--- config.mk ---
export PLATFORM = sky130hd
export DESIGN_NAME = mult_rs
export DESIGN_NICKNAME = d
export VERILOG_FILES = /design/src/rtl/mult_rs.sv
export SDC_FILE = /design/constraint.sdc
export NUM_CORES = 1
export LEC_CHECK = 0
export ABC_AREA = 1
export CORE_ASPECT_RATIO = 1.2
export CORE_UTILIZATION = 45
export DETAILED_ROUTE_END_ITERATION = 7
export PLACE_DENSITY_LB_ADDON = 0.2
export RECOVER_POWER = 50
export SYNTH_ARGS = -nofsm -noshare
export SYNTH_HDL_FRONTEND = slang
export SYNTH_SLANG_ARGS = --single-unit
--- constraint.sdc ---
create_clock -name clk_in -period 11.4 [get_ports clk_in]
set_input_delay 1.14 -clock clk_in [delete_from_list [all_inputs] [get_ports clk_in]]
set_output_delay 1.14 -clock clk_in [all_outputs]
set_load 0.02 [all_outputs]
--- src/rtl/mult_rs.sv ---
// Reservation station for the multiplier: holds dispatched ops, snoops the
// CDB for missing operands and issues ready ops one at a time.
module mult_rs #(
  parameter int ROB_IX  = 2,
  parameter int ENTRIES = 4
) (
  input  logic                      clk_in,
  input  logic                      rst_in,
  input  logic                      flush_in,
  input  logic                      dispatch_valid_in,
  output logic                      dispatch_ready_out,
  input  logic [ROB_IX:0]           rob_ix_in,
  input  logic [31:0]               src1_val_in,
  input  logic [31:0]               src2_val_in,
  input  logic                      src1_rdy_in,
  input  logic                      src2_rdy_in,
  input  logic [ROB_IX:0]           src1_tag_in,
  input  logic [ROB_IX:0]           src2_tag_in,
  input  logic                      cdb_valid_in,
  input  logic [ROB_IX:0]           cdb_rob_ix_in,
  input  logic [31:0]               cdb_data_in,
  input  logic                      mult_ready_in,
  output logic                      mult_valid_out,
  output logic [31:0]               mult_rval1_out,
  output logic [31:0]               mult_rval2_out,
  output logic [ROB_IX:0]           mult_rob_ix_out,
  output logic [$clog2(ENTRIES):0]  count_out
);

  localparam int TW = ROB_IX + 1;
  localparam int SW = $clog2(ENTRIES);
  localparam int CW = SW + 1;

  logic [ENTRIES-1:0] busy;
  logic [ENTRIES-1:0] rdy1;
  logic [ENTRIES-1:0] rdy2;
  logic [TW-1:0]      rob   [ENTRIES];
  logic [TW-1:0]      tag1  [ENTRIES];
  logic [TW-1:0]      tag2  [ENTRIES];
  logic [31:0]        val1  [ENTRIES];
  logic [31:0]        val2  [ENTRIES];

  logic          free_hit;
  logic [SW-1:0] free_ix;
  logic          iss_hit;
  logic [SW-1:0] iss_ix;
  logic [CW-1:0] cnt;
  logic          do_disp;
  logic          do_iss;
  logic          d_rdy1;
  logic          d_rdy2;
  logic [31:0]   d_val1;
  logic [31:0]   d_val2;

  // Occupancy count and lowest-index free / issuable slot selection.
  always_comb begin
    cnt      = '0;
    free_hit = 1'b0;
    free_ix  = '0;
    iss_hit  = 1'b0;
    iss_ix   = '0;
    for (int i = ENTRIES - 1; i >= 0; i--) begin
      cnt = cnt + {{(CW-1){1'b0}}, busy[i]};
      if (!busy[i]) begin
        free_hit = 1'b1;
        free_ix  = SW'(i);
      end
      if (busy[i] && rdy1[i] && rdy2[i]) begin
        iss_hit = 1'b1;
        iss_ix  = SW'(i);
      end
    end
  end

  assign count_out          = cnt;
  assign dispatch_ready_out = free_hit;

  assign do_disp = dispatch_valid_in & dispatch_ready_out & ~flush_in;
  // The pulse itself blocks the next issue, covering the multiplier's
  // one-cycle lag in dropping its ready.
  assign do_iss  = mult_ready_in & ~mult_valid_out & ~flush_in & iss_hit;

  // Operands still pending at dispatch can be caught off this cycle's CDB.
  assign d_rdy1 = src1_rdy_in |
                  (cdb_valid_in && cdb_rob_ix_in == src1_tag_in);
  assign d_rdy2 = src2_rdy_in |
                  (cdb_valid_in && cdb_rob_ix_in == src2_tag_in);
  assign d_val1 = src1_rdy_in ? src1_val_in : cdb_data_in;
  assign d_val2 = src2_rdy_in ? src2_val_in : cdb_data_in;

  // Slot array: flush, issue release, CDB wakeup and dispatch write.
  always_ff @(posedge clk_in or posedge rst_in) begin
    if (rst_in) begin
      busy <= '0;
      rdy1 <= '0;
      rdy2 <= '0;
      for (int i = 0; i < ENTRIES; i++) begin
        rob[i]  <= '0;
        tag1[i] <= '0;
        tag2[i] <= '0;
        val1[i] <= '0;
        val2[i] <= '0;
      end
    end else if (flush_in) begin
      busy <= '0;
    end else begin
      for (int i = 0; i < ENTRIES; i++) begin
        if (do_iss && iss_ix == SW'(i)) begin
          busy[i] <= 1'b0;
        end
        if (busy[i] && cdb_valid_in) begin
          if (!rdy1[i] && tag1[i] == cdb_rob_ix_in) begin
            rdy1[i] <= 1'b1;
            val1[i] <= cdb_data_in;
          end
          if (!rdy2[i] && tag2[i] == cdb_rob_ix_in) begin
            rdy2[i] <= 1'b1;
            val2[i] <= cdb_data_in;
          end
        end
        if (do_disp && free_ix == SW'(i)) begin
          busy[i] <= 1'b1;
          rob[i]  <= rob_ix_in;
          rdy1[i] <= d_rdy1;
          rdy2[i] <= d_rdy2;
          tag1[i] <= src1_tag_in;
          tag2[i] <= src2_tag_in;
          val1[i] <= d_val1;
          val2[i] <= d_val2;
        end
      end
    end
  end

  // Issue register towards the multiplier; data holds between pulses.
  always_ff @(posedge clk_in or posedge rst_in) begin
    if (rst_in) begin
      mult_valid_out  <= 1'b0;
      mult_rval1_out  <= '0;
      mult_rval2_out  <= '0;
      mult_rob_ix_out <= '0;
    end else begin
      mult_valid_out <= do_iss;
      if (do_iss) begin
        mult_rval1_out  <= val1[iss_ix];
        mult_rval2_out  <= val2[iss_ix];
        mult_rob_ix_out <= rob[iss_ix];
      end
    end
  end

endmodule

### Word level (Yosys, flattened, before mapping)

Cells that the tools add are included.

| cells by class | value |
|---|---|
| add/subtract/negate cells | 3 |
| $mul | 0 |
| div/mod/pow operators | 0 |
| magnitude comparators | 1 |
| equality and inequality tests | 16 |
| shift-type cells | 0 |
| muxes and demuxes | 84 |
| bitwise logic cells | 10 |
| reduce and logical (&&, ||, !) cells | 68 |

Operators by type and width:

| operator | number |
|---|---|
| $mux W32 | 30 |
| $bmux W32 S2 | 2 |
| $mux W1 | 40 |
| $eq A3 B3 Y1 | 10 |
| $logic_and A1 B1 Y1 | 30 |
| $reduce_and A3 Y1 | 8 |
| $reduce_bool A2 Y1 | 12 |
| $mux W2 | 8 |
| $reduce_bool A3 Y1 | 4 |
| $eq A2 B2 Y1 const B | 4 |
| $logic_not A1 Y1 | 8 |
| $reduce_and A2 Y1 | 4 |
| $bmux W3 S2 | 1 |
| $mux W3 | 2 |
| $and A1 B1 Y1 | 5 |
| $eq A2 B1 Y1 const B | 2 |
| $logic_not A2 Y1 | 2 |
| $mux W4 | 1 |
| $add A2 B1 Y3 | 1 |
| $add A3 B1 Y3 | 1 |
| $ge A3 B3 Y1 const B | 1 |
| $not A2 Y3 | 1 |
| $add A1 B1 Y2 | 1 |
| $not A1 Y1 | 2 |
| $or A1 B1 Y1 | 2 |

| word-level totals | value |
|---|---|
| register bits after elaboration | 372 |
| latch bits | 0 |
| memory bits (writable) | 0 |
| bits in read-only memories | 0 |
| output and inout bits | 72 |
| logic and storage cells | 218 |
| memories | 0 |

### Depth between registers and ports, before layout

Gate-level depths: netlist (run 1).

| depth | value |
|---|---|
| word-level depth | 11 |
| mapped depth | 11 |
| gate-level depth less buffers | 9 |

### Least setup slack after synthesis (run 1)

Ideal clock, no wire load.

| timing path | value |
|---|---|
| kind | reg-to-output |
| start | reg busy[0] |
| end | out count_out[1] |
| arrival time | 1.562 ns |
| data required time | 10.260 ns |
| path slack | 8.698 ns |
| cell stages (with the launch flop) | 6 |
| path buffers | 0 |
| path through | dfrtp_1 -> inv_2 -> fa_1 -> inv_1 -> ha_1 -> ha_1 |

| on the way | value |
|---|---|
| cells in the longest elaborated chain, start to end | 1 |

Ends and longest elaborated chain:

| item | line | text |
|---|---|---|
| start: declaration | 34 | `logic [ENTRIES-1:0] busy;` |
| start signal: assignment | 94 | `busy <= '0;` |
| start signal: assignment | 105 | `busy <= '0;` |
| start signal: indexed assignment | 109 | `busy[i] <= 1'b0;` |
| $add A3 B1 Y3 | 63 | `cnt = cnt + {{(CW-1){1'b0}}, busy[i]};` |
| end: declaration | 27 | `output logic [$clog2(ENTRIES):0] count_out` |

Every way passes these cells.

### Worst setup path in the final report (run 1)

| timing path | value |
|---|---|
| start | in flush_in |
| end | reg val2[88] (netlist bit) |

| on the way | value |
|---|---|
| cells in the longest elaborated chain, start to end | 5 |

Ends and longest elaborated chain:

| item | line | text |
|---|---|---|
| start: declaration | 9 | `input logic flush_in,` |
| $not A1 Y1 (no line) (*) | n/a |  |
| $and A1 B1 Y1 | 78 | `assign do_disp = dispatch_valid_in & dispatch_ready_out & ~flush_in;` |
| $logic_and A1 B1 Y1 | 121 | `if (do_disp && free_ix == SW'(i)) begin` |
| $reduce_bool A2 Y1 (no line) | n/a |  |
| $reduce_and A3 Y1 (no line) | n/a |  |
| end signal: indexed assignment | 118 | `val2[i] <= cdb_data_in;` |
| end signal: indexed assignment | 129 | `val2[i] <= d_val2;` |
| end: declaration | 41 | `logic [31:0] val2 [ENTRIES];` |

Every way passes the cells marked *; elsewhere a longest branch is shown, timed or not.
A chain may end at the register's enable or synchronous reset.

==> reports/results.ini, run 1 <==
[logic_synthesis]
seq_area_frac_synth=0.450
yosysTopAreaCellShare=0.450
synth.top_cells.by_area=dfrtp_1 45%, nand2_1 26%, nand3_1 13%
synthCells=3018
synth_top_area_cell=dfrtp_1
synth-edff-count=0
yosysWarnings=0
synth.most_common_cell=nand2_1
yosys_register_bits=372
syn_nets=3137
avgSynthCellArea_sq_um=6.86
syn_area_sq_um=20700
synth_cell_type_count=33
async_reset_ff_frac=1.00
synthTopCellsByCount=1461 x nand2_1, 533 x nand3_1, 372 x dfrtp_1, 118 x clkbuf_1, 91 x o21ai_0
synthFlopType=dfrtp_1

[power_and_ir_drop]
p_leak_nw=12.6
peakVddDrop_mv=0.101
pwr_density_cell_nw_per_um2=181

[clock_network]
cts_tree=built
cts.sinks=372
cts_setup_buffers=0
numCtsBuffers=40
htreeDepth=2
clk_latency_ns=0.54
cts_buffer_depth=3
ctsResizeCount=0
hold_buffers=0
clk_pin_slew_ns=0.06
cts_root_buf=clkbuf_16

[placed_design]
place_hpwl_um=41400
dp.cells=3627
dp_slack_ns=6.76
port_buffers=187
gp_congestion=0.883

[finish]
drive_gt1_frac=0.0370
n_fill_cell=4385
antennaDiodeCount=0
nets=3179
finalNonFillerCells=3694
syn_to_final_growth_pct=15.7

[status]
failed_checks=capacitance limit, slew limit
status=finished with violations

[sta]
rsz0062_at_grt=false
fmax_ghz=0.139
finClkSkew_ns=0.0139
holdWs_ns=0.469
setup_slack_ns=4.19
finalCritPeriodShare=0.633
setup_viol_count_final=0
setup_tns_ns=0
slew_violations=478
fin_crit_ns=7.21
hold_viol_final=0
worstMarginPinSlew_ns=4.23
slew_headroom=-1.82

[critical_path]
cp-endpoint=val2[88]
crit_fanout=72
start_kind=input port
endpoint_kind=flop
worstPathRequired_ns=11.80
worstReg2RegStart=busy[0]
r2r-end=val2[88]
arrival_ns=7.62
reg2reg_depth=7
path_class=in -> reg
cp-startpoint=flush_in
r2r_setup_slack_ns=4.88

[grt]
antenna_found_initial=0
grt_pass1_wl_um=114000
grt-ovfl-total=0
gr-usage-all-layers=0.310
grt_max_degree=169
grt_pass1_vias=20400

[drt]
drtIter0Drc=2272
vias=21100
vias_per_cell=5.70
ant_nets=0
drcViolationCount=0
post_drt_wl_per_cell_um=19.5
dr.pass1.iters=7
wl_um=71900

[die]
start_util=0.459
rows=85
io_pins=188
core_area_sq_um=45100
die_h_um=237
die_w_um=198
dieArea_sq_um=46900

[run]
max_cap_viol_count=9

[min_path]
hold_path.class=reg -> reg

-- logic make-up (layout without fill, tap and decap cells) --
family | after synthesis | in the layout | share of synthesized area
simple gates | 2127 | 2127 | 0.430
flops | 372 | 372 | 0.450
buf+inv | 353 | 420 | 0.0706
compound gates | 145 | 145 | 0.0398
xor+xnor | 18 | 18 | 0.00762
fa+ha+maj | 3 | 3 | 0.00218
-- power breakdown --
group / total [mW] / leakage [nW] / internal [mW] / switching, mW
registers: 1.89 / 4.84 / 1.67 / 0.216
clock network: 1.32 / 0.643 / 0.782 / 0.539
logic: 1.13 / 7.12 / 0.451 / 0.677
total: 4.34 / 12.6 / 2.91 / 1.43
-- critical path: stages --
cell	delay (ns)
dlygate4sd3_1	0.64
nor2_1	0.14
nand3_4	0.07
clkbuf_1	2.59
nand2_1	2.37
nand2_1	0.40
nand2_1	0.09
-- state kept, by name, summed over array words and instances, names as in the netlist --
signal           flops
val2               128
tag1                12
mult_valid_out       1
busy                 4
rdy1                 4
rdy2                 4
mult_rval2_out      32
mult_rval1_out      32
rob                 12
val1               128
mult_rob_ix_out      3
tag2                12
-- area by class of cell --
type / count / area (sq um) / share of cell area
clock buffers: 59 / 1180 / 0.0494
inverters: 134 / 514 / 0.0215
multi-input cells: 2293 / 9970 / 0.416
clock inverters: 8 / 119 / 0.00496
repair buffers: 219 / 2090 / 0.0873
well taps: 609 / 762 / 0.0318
flip-flops and latches: 372 / 9310 / 0.389
-- through the flow --
| stage | area, sq um | total power [mW] | util |
|---|---|---|---|
| global placement | 22700 | 3.04 | 0.504 |
| CTS | 24000 | 4.40 | 0.533 |
| global route | 24000 | 4.56 | 0.531 |
| finish | 24000 | 4.34 | 0.531 |
| detailed placement | 22700 | 3.07 | 0.504 |
| floorplan | 20700 | 2.57 | - |
-- metal layers --
| metal | GRT usage | routed length, um | vias up |
|---|---|---|---|
| li1 | - | - | 9778 |
| met1 | 0.411 | 29200 | 9941 |
| met2 | 0.510 | 33800 | 1112 |
| met3 | 0.0420 | 6100 | 229 |
| met4 | 0.128 | 2830 | 0 |
| met5 | 0 | 0 | - |
-- cell usage in the layout, fill, tap and decap left out, types with 25 or more instances in the layout --
cell type	instances
inv_1	64
nand4_1	76
nor2_1	43
dfrtp_1	372
clkdlybuf4s50_1	113
nand3_1	532
clkinv_1	62
o21ai_0	103
o211ai_1	34
buf_4	25
clkbuf_16	41
nand2_1	1453
dlygate4sd3_1	72
-- how the worst min path moves through the flow --
stage | to | slack, ns | startpoint | cells after the start
after floorplan | rob[6] | 0.45 | rob[6] | 2
after global placement | mult_rval2_out[15] | 0.47 | mult_rval2_out[15] | 2
after detailed placement | mult_rval1_out[29] | 0.46 | mult_rval1_out[29] | 2
after CTS | mult_rval2_out[17] | 0.48 | mult_rval2_out[17] | 2
after global routing | mult_rval1_out[6] | 0.49 | mult_rval1_out[6] | 2
final | mult_rval1_out[12] | 0.47 | mult_rval1_out[12] | 2
(Power assumes the default switching activity.)
==> run 2: changes to the inputs <==
==> constraint.sdc (replaced) <==
create_clock -name clk_in -period 6.4 [get_ports clk_in]
set_input_delay 0.64 -clock clk_in [delete_from_list [all_inputs] [get_ports clk_in]]
set_output_delay 0.64 -clock clk_in [all_outputs]
set_load 0.02 [all_outputs]
==> run 2 against run 1 <==
Critical path depth increased by 1. First-iteration DRC count is 7.4% higher. The flow still finishes with violations (capacitance limit, slew limit). Sequential power is 77% higher. Register-to-register slack lost 2.6 ns. Count of clock-buffer cells in the layout up 2. Critical endpoint is now val1[27]. Hold slack improved by 0.0056 ns. Wire length increased by 1.0%. Clock skew up 0.010 ns. Combinational power rose by 81%. Sequential share of layout area fell by 0.26 points. Power increased by 81%. Largest power group unchanged. Via count is 0.94% higher.
==> reports/results.ini, run 2 (same netlist as run 1, synthesis figures left out) <==
[status]
status=finished with violations
failed_checks=capacitance limit, slew limit

[power_and_ir_drop]
p_leak_nw=12.6
peakVddDrop_mv=0.165
pwr_density_cell_nw_per_um2=326

[finish]
syn_to_final_growth_pct=16.5
layout_commonest_cell=nand2_1
drive_gt1_frac=0.0440
final_cell_mix=1452 x nand2_1, 532 x nand3_1, 372 x dfrtp_1, 149 x clkdlybuf4s50_1, 91 x o21ai_0
antennaDiodeCount=0
reg.largest.list=val1 x128, val2 x128
n_fill_cell=4439
finalNonFillerCells=3699
nets=3180

[die]
dieArea_sq_um=46900
die_w_um=198
io_pins=188
core_area_sq_um=45100
die_h_um=237
rows=85
start_util=0.459

[clock_network]
cts_tree=built
cts_setup_buffers=0
htreeDepth=2
cts.sinks=372
cts_buffer_depth=3
clk_pin_slew_ns=0.06
numCtsBuffers=41
ctsResizeCount=0
clk_latency_ns=0.56
hold_buffers=0
cts_root_buf=clkbuf_16

[critical_path]
critPathBufInv=3
critical_path.top_delay_family=simple AND/OR/NAND/NOR gates
worst_path_most_repeated_cell=nand2_1
worstPathRequired_ns=6.89
path_class=in -> reg
start_kind=input port
crit_path_max_incr_delay_ns=1.50
cpMaxStageDelayCell=nand2_2
arrival_ns=4.74
worstPathCellList=clkdlybuf4s50_1 -> inv_1 -> nand4_2 -> inv_2 -> nand3_1 -> nand2_2 -> nand2_1 -> nand2_1
endpoint_kind=flop
crit_fanout=42

[drt]
post_drt_wl_per_cell_um=19.6
vias_per_cell=5.75
drtIter0Drc=2439
ant_nets=0
wl_um=72600
drcViolationCount=0
dr.pass1.iters=7
vias=21300

[placed_design]
dp.cells=3627
dp_slack_ns=2.63
port_buffers=187
place_hpwl_um=41900
gp_congestion=0.891

[sta]
hold_viol_final=0
worstMarginPinSlew_ns=1.87
setup_viol_count_final=0
fmax_ghz=0.235
setup_slack_ns=2.15
fin_crit_ns=4.25
rsz0062_at_grt=false
setup_tns_ns=0
finClkSkew_ns=0.0240
slew_violations=73
slew_headroom=-0.248
holdWs_ns=0.474
finalCritPeriodShare=0.664

[run]
max_cap_viol_count=2

[grt]
grt_max_degree=152
grt_pass1_vias=20500
antenna_found_initial=0
gr-usage-all-layers=0.312
grt_pass1_wl_um=115000
grt-ovfl-total=0

[min_path]
hold_path.class=reg -> reg

[run 2: changes by cell type in the layout (fill, tap and decap cells not counted), sizes merged]
cell           before  now
buf                28   34
bufinv              3    2
clkbuf             65   61
clkdlybuf4s50     113  149
clkinvlp            1    3
dlygate4sd3        72   36
inv                71   73
[run 2: power by group]
group	leakage, nW	internal (mW)	switching, mW
Clock	0.692	1.47	1.00
Combinational	7.07	0.837	1.21
Sequential	4.84	2.98	0.372
[run 2: cell type report]
class | count | area, sq um | area share
Multi-Input combinational cell | 2293 | 10000 | 0.415
Sequential cell | 372 | 9310 | 0.386
Timing Repair Buffer | 219 | 2130 | 0.0882
Clock buffer | 61 | 1280 | 0.0532
Tap cell | 609 | 762 | 0.0316
Inverter | 134 | 512 | 0.0212
Clock inverter | 11 | 118 | 0.00488
[run 2: metrics by stage]
stage | area [sq um] | power [mW] | util
after detailed placement | 22700 | 5.46 | 0.504
after global routing | 24100 | 8.27 | 0.535
after floorplan | 20700 | 4.58 | -
after CTS | 24100 | 7.93 | 0.535
final | 24100 | 7.87 | 0.535
after global placement | 22700 | 5.41 | 0.504
[run 2: worst register-to-register path: stages, from the launching register on]
cell and delay, ns:
dfrtp_1 0.49, nand2_1 0.16, nand4_2 0.21, inv_2 0.09, nand3_1 1.26, nand2_2 1.53, nand2_1 0.17, nand2_1 0.11
[run 2: per-layer routing]
metal / wire length, um / global-route usage / up-vias / part of all wire
met3: 6710 / 0.0467 / 234 / 0.092
li1: - / - / 9774 / -
met5: 0 / 0 / - / 0
met4: 3490 / 0.160 / 0 / 0.048
met1: 29200 / 0.412 / 10100 / 0.40
met2: 33300 / 0.495 / 1177 / 0.46
[run 2: worst paths after layout]
| path | from | end | slack (ns) | cells after the start |
|---|---|---|---|---|
| setup / recovery | flush_in | val1[27] | 2.15 | 8 |
| hold / removal | mult_rval1_out[8] | mult_rval1_out[8] | 0.47 | 2 |
| setup reg to reg | busy[2] | val1[27] | 2.31 | 7 |
| hold reg to reg | mult_rval1_out[8] | mult_rval1_out[8] | 0.47 | 2 |
| max in group asynchronous | rst_in | tag1[10] | 3.87 | 3 |
| min in group asynchronous | rst_in | val2[1] | 0.95 | 2 |
==> run 3: changes to the inputs <==
==> constraint.sdc (replaced) <==
create_clock -name clk_in -period 4.1 [get_ports clk_in]
set_input_delay 0.41 -clock clk_in [delete_from_list [all_inputs] [get_ports clk_in]]
set_output_delay 0.41 -clock clk_in [all_outputs]
set_load 0.02 [all_outputs]
==> run 3 against run 2 <==
The flow still finishes with violations (capacitance limit, slew limit). Combinational power up 58%. Power up 55%. Clock skew down 0.012 ns. Setup slack worse by 1.2 ns. Register-to-register slack worse by 1.0 ns. Global-route usage up 0.44 points. First-iteration DRC count down 5.2%. Final area up 0.45%. Sequential power up 56%. Wire length up 1.1%. Clock power up 52%. Count of clock-buffer cells in the layout up 2.
==> reports/results.ini, run 3 (same netlist as run 1, synthesis figures left out) <==
[sta]
slew_headroom=-0.223
setup_viol_count_final=0
worstMarginPinSlew_ns=1.83
rsz0062_at_grt=false
slew_violations=204
fmax_ghz=0.320
finClkSkew_ns=0.0125
holdWs_ns=0.471
setup_tns_ns=0
hold_viol_final=0
fin_crit_ns=3.12
setup_slack_ns=0.978
finalCritPeriodShare=0.762

[critical_path]
endpoint_kind=primary output
crit_fanout=5
r2r_setup_slack_ns=1.27
arrival_ns=2.71
path_class=reg -> out
r2r-end=val1[114]
worstPathRequired_ns=3.69
worstReg2RegStart=busy[0]
start_kind=flop
reg2reg_depth=6

[clock_network]
cts_root_buf=clkbuf_16
clk_pin_slew_ns=0.07
numCtsBuffers=41
clk_latency_ns=0.56
cts_tree=built
htreeDepth=2
cts_setup_buffers=0
cts_buffer_depth=3
ctsResizeCount=0
cts.sinks=372
hold_buffers=0

[die]
start_util=0.459
rows=85
core_area_sq_um=45100
die_w_um=198
dieArea_sq_um=46900
io_pins=188
die_h_um=237

[drt]
dr.pass1.iters=6
post_drt_wl_per_cell_um=19.8
wl_um=73400
vias_per_cell=5.71
drcViolationCount=0
vias=21200
ant_nets=0
drtIter0Drc=2313

[power_and_ir_drop]
p_leak_nw=12.6
peakVddDrop_mv=0.313
pwr_density_cell_nw_per_um2=505
total_power_mw=12.2

[grt]
grt-ovfl-total=0
gr-usage-all-layers=0.316
antenna_found_initial=0
grt_pass1_vias=20500
grt_pass1_wl_um=116000
grt_max_degree=112

[finish]
layout_commonest_cell=nand2_1
antennaDiodeCount=0
drive_gt1_frac=0.0464
nets=3195
reg.largest.list=val1 x128, val2 x128
final_cell_mix=1452 x nand2_1, 531 x nand3_1, 372 x dfrtp_1, 154 x clkdlybuf4s50_1, 91 x o21ai_0
final_util=0.537
syn_to_final_growth_pct=17.0

[min_path]
whs_endpoint=mult_rval2_out[15]
hold_path.class=reg -> reg
hold_start=mult_rval2_out[15]
hold_depth=2

[placed_design]
port_buffers=187
gp_congestion=0.895
dp_slack_ns=1.03
place_hpwl_um=43900

[run]
max_cap_viol_count=3

[status]
status=finished with violations
failed_checks=capacitance limit, slew limit

-- run 3: metrics by stage --
stage	cells	area, sq um
finish	3715	24200
global placement	3642	22900
detailed placement	3642	22900
global route	3715	24200
CTS	3715	24300
floorplan	3018	20700
-- run 3: metal layers --
| metal | wire, um | vias to the layer above | global-route usage |
|---|---|---|---|
| li1 | - | 9822 | - |
| met1 | 29800 | 10000 | 0.416 |
| met2 | 34000 | 1135 | 0.513 |
| met3 | 6410 | 226 | 0.0526 |
| met4 | 3160 | 0 | 0.133 |
| met5 | 0 | - | 0 |
-- run 3: how the worst max path moves through the flow --
| stage | from | endpoint | slack, ns | cells after the start |
|---|---|---|---|---|
| 2_1_floorplan | rst_in | busy[0] | -1.30 | 1 |
| 3_3_place_gp | flush_in | val2[87] | 1.09 | 6 |
| 3_5_place_dp | cdb_rob_ix_in[1] | val2[17] | 1.03 | 9 |
| 4_1_cts | busy[0] | count_out[1] | 0.90 | 6 |
| 5_1_grt | rst_in | val1[5] | 0.63 | 4 |
| 6_report | busy[0] | count_out[1] | 0.98 | 6 |
-- run 3: final cells by class --
type / count / area, sq um
inverter: 134 / 512
clock inverter: 10 / 62.6
multi-input combinational: 2293 / 10000
sequential: 372 / 9310
fill: 4384 / 20900
clock buffer: 63 / 1280
tap: 609 / 762
timing repair buffer: 234 / 2290
-- run 3: where the power goes --
group | switching, mW | leakage (nW) | internal, mW
combinational | 1.91 | 7.15 | 1.33
clock | 1.59 | 0.664 | 2.15
sequential | 0.589 | 4.84 | 4.65
-- run 3: critical path: stages, from the launching register on --
cell	delay [ns]
dfrtp_1	0.47
inv_2	0.08
fa_1	0.54
inv_1	0.04
ha_1	0.17
ha_1	0.27
clkdlybuf4s50_1	0.60
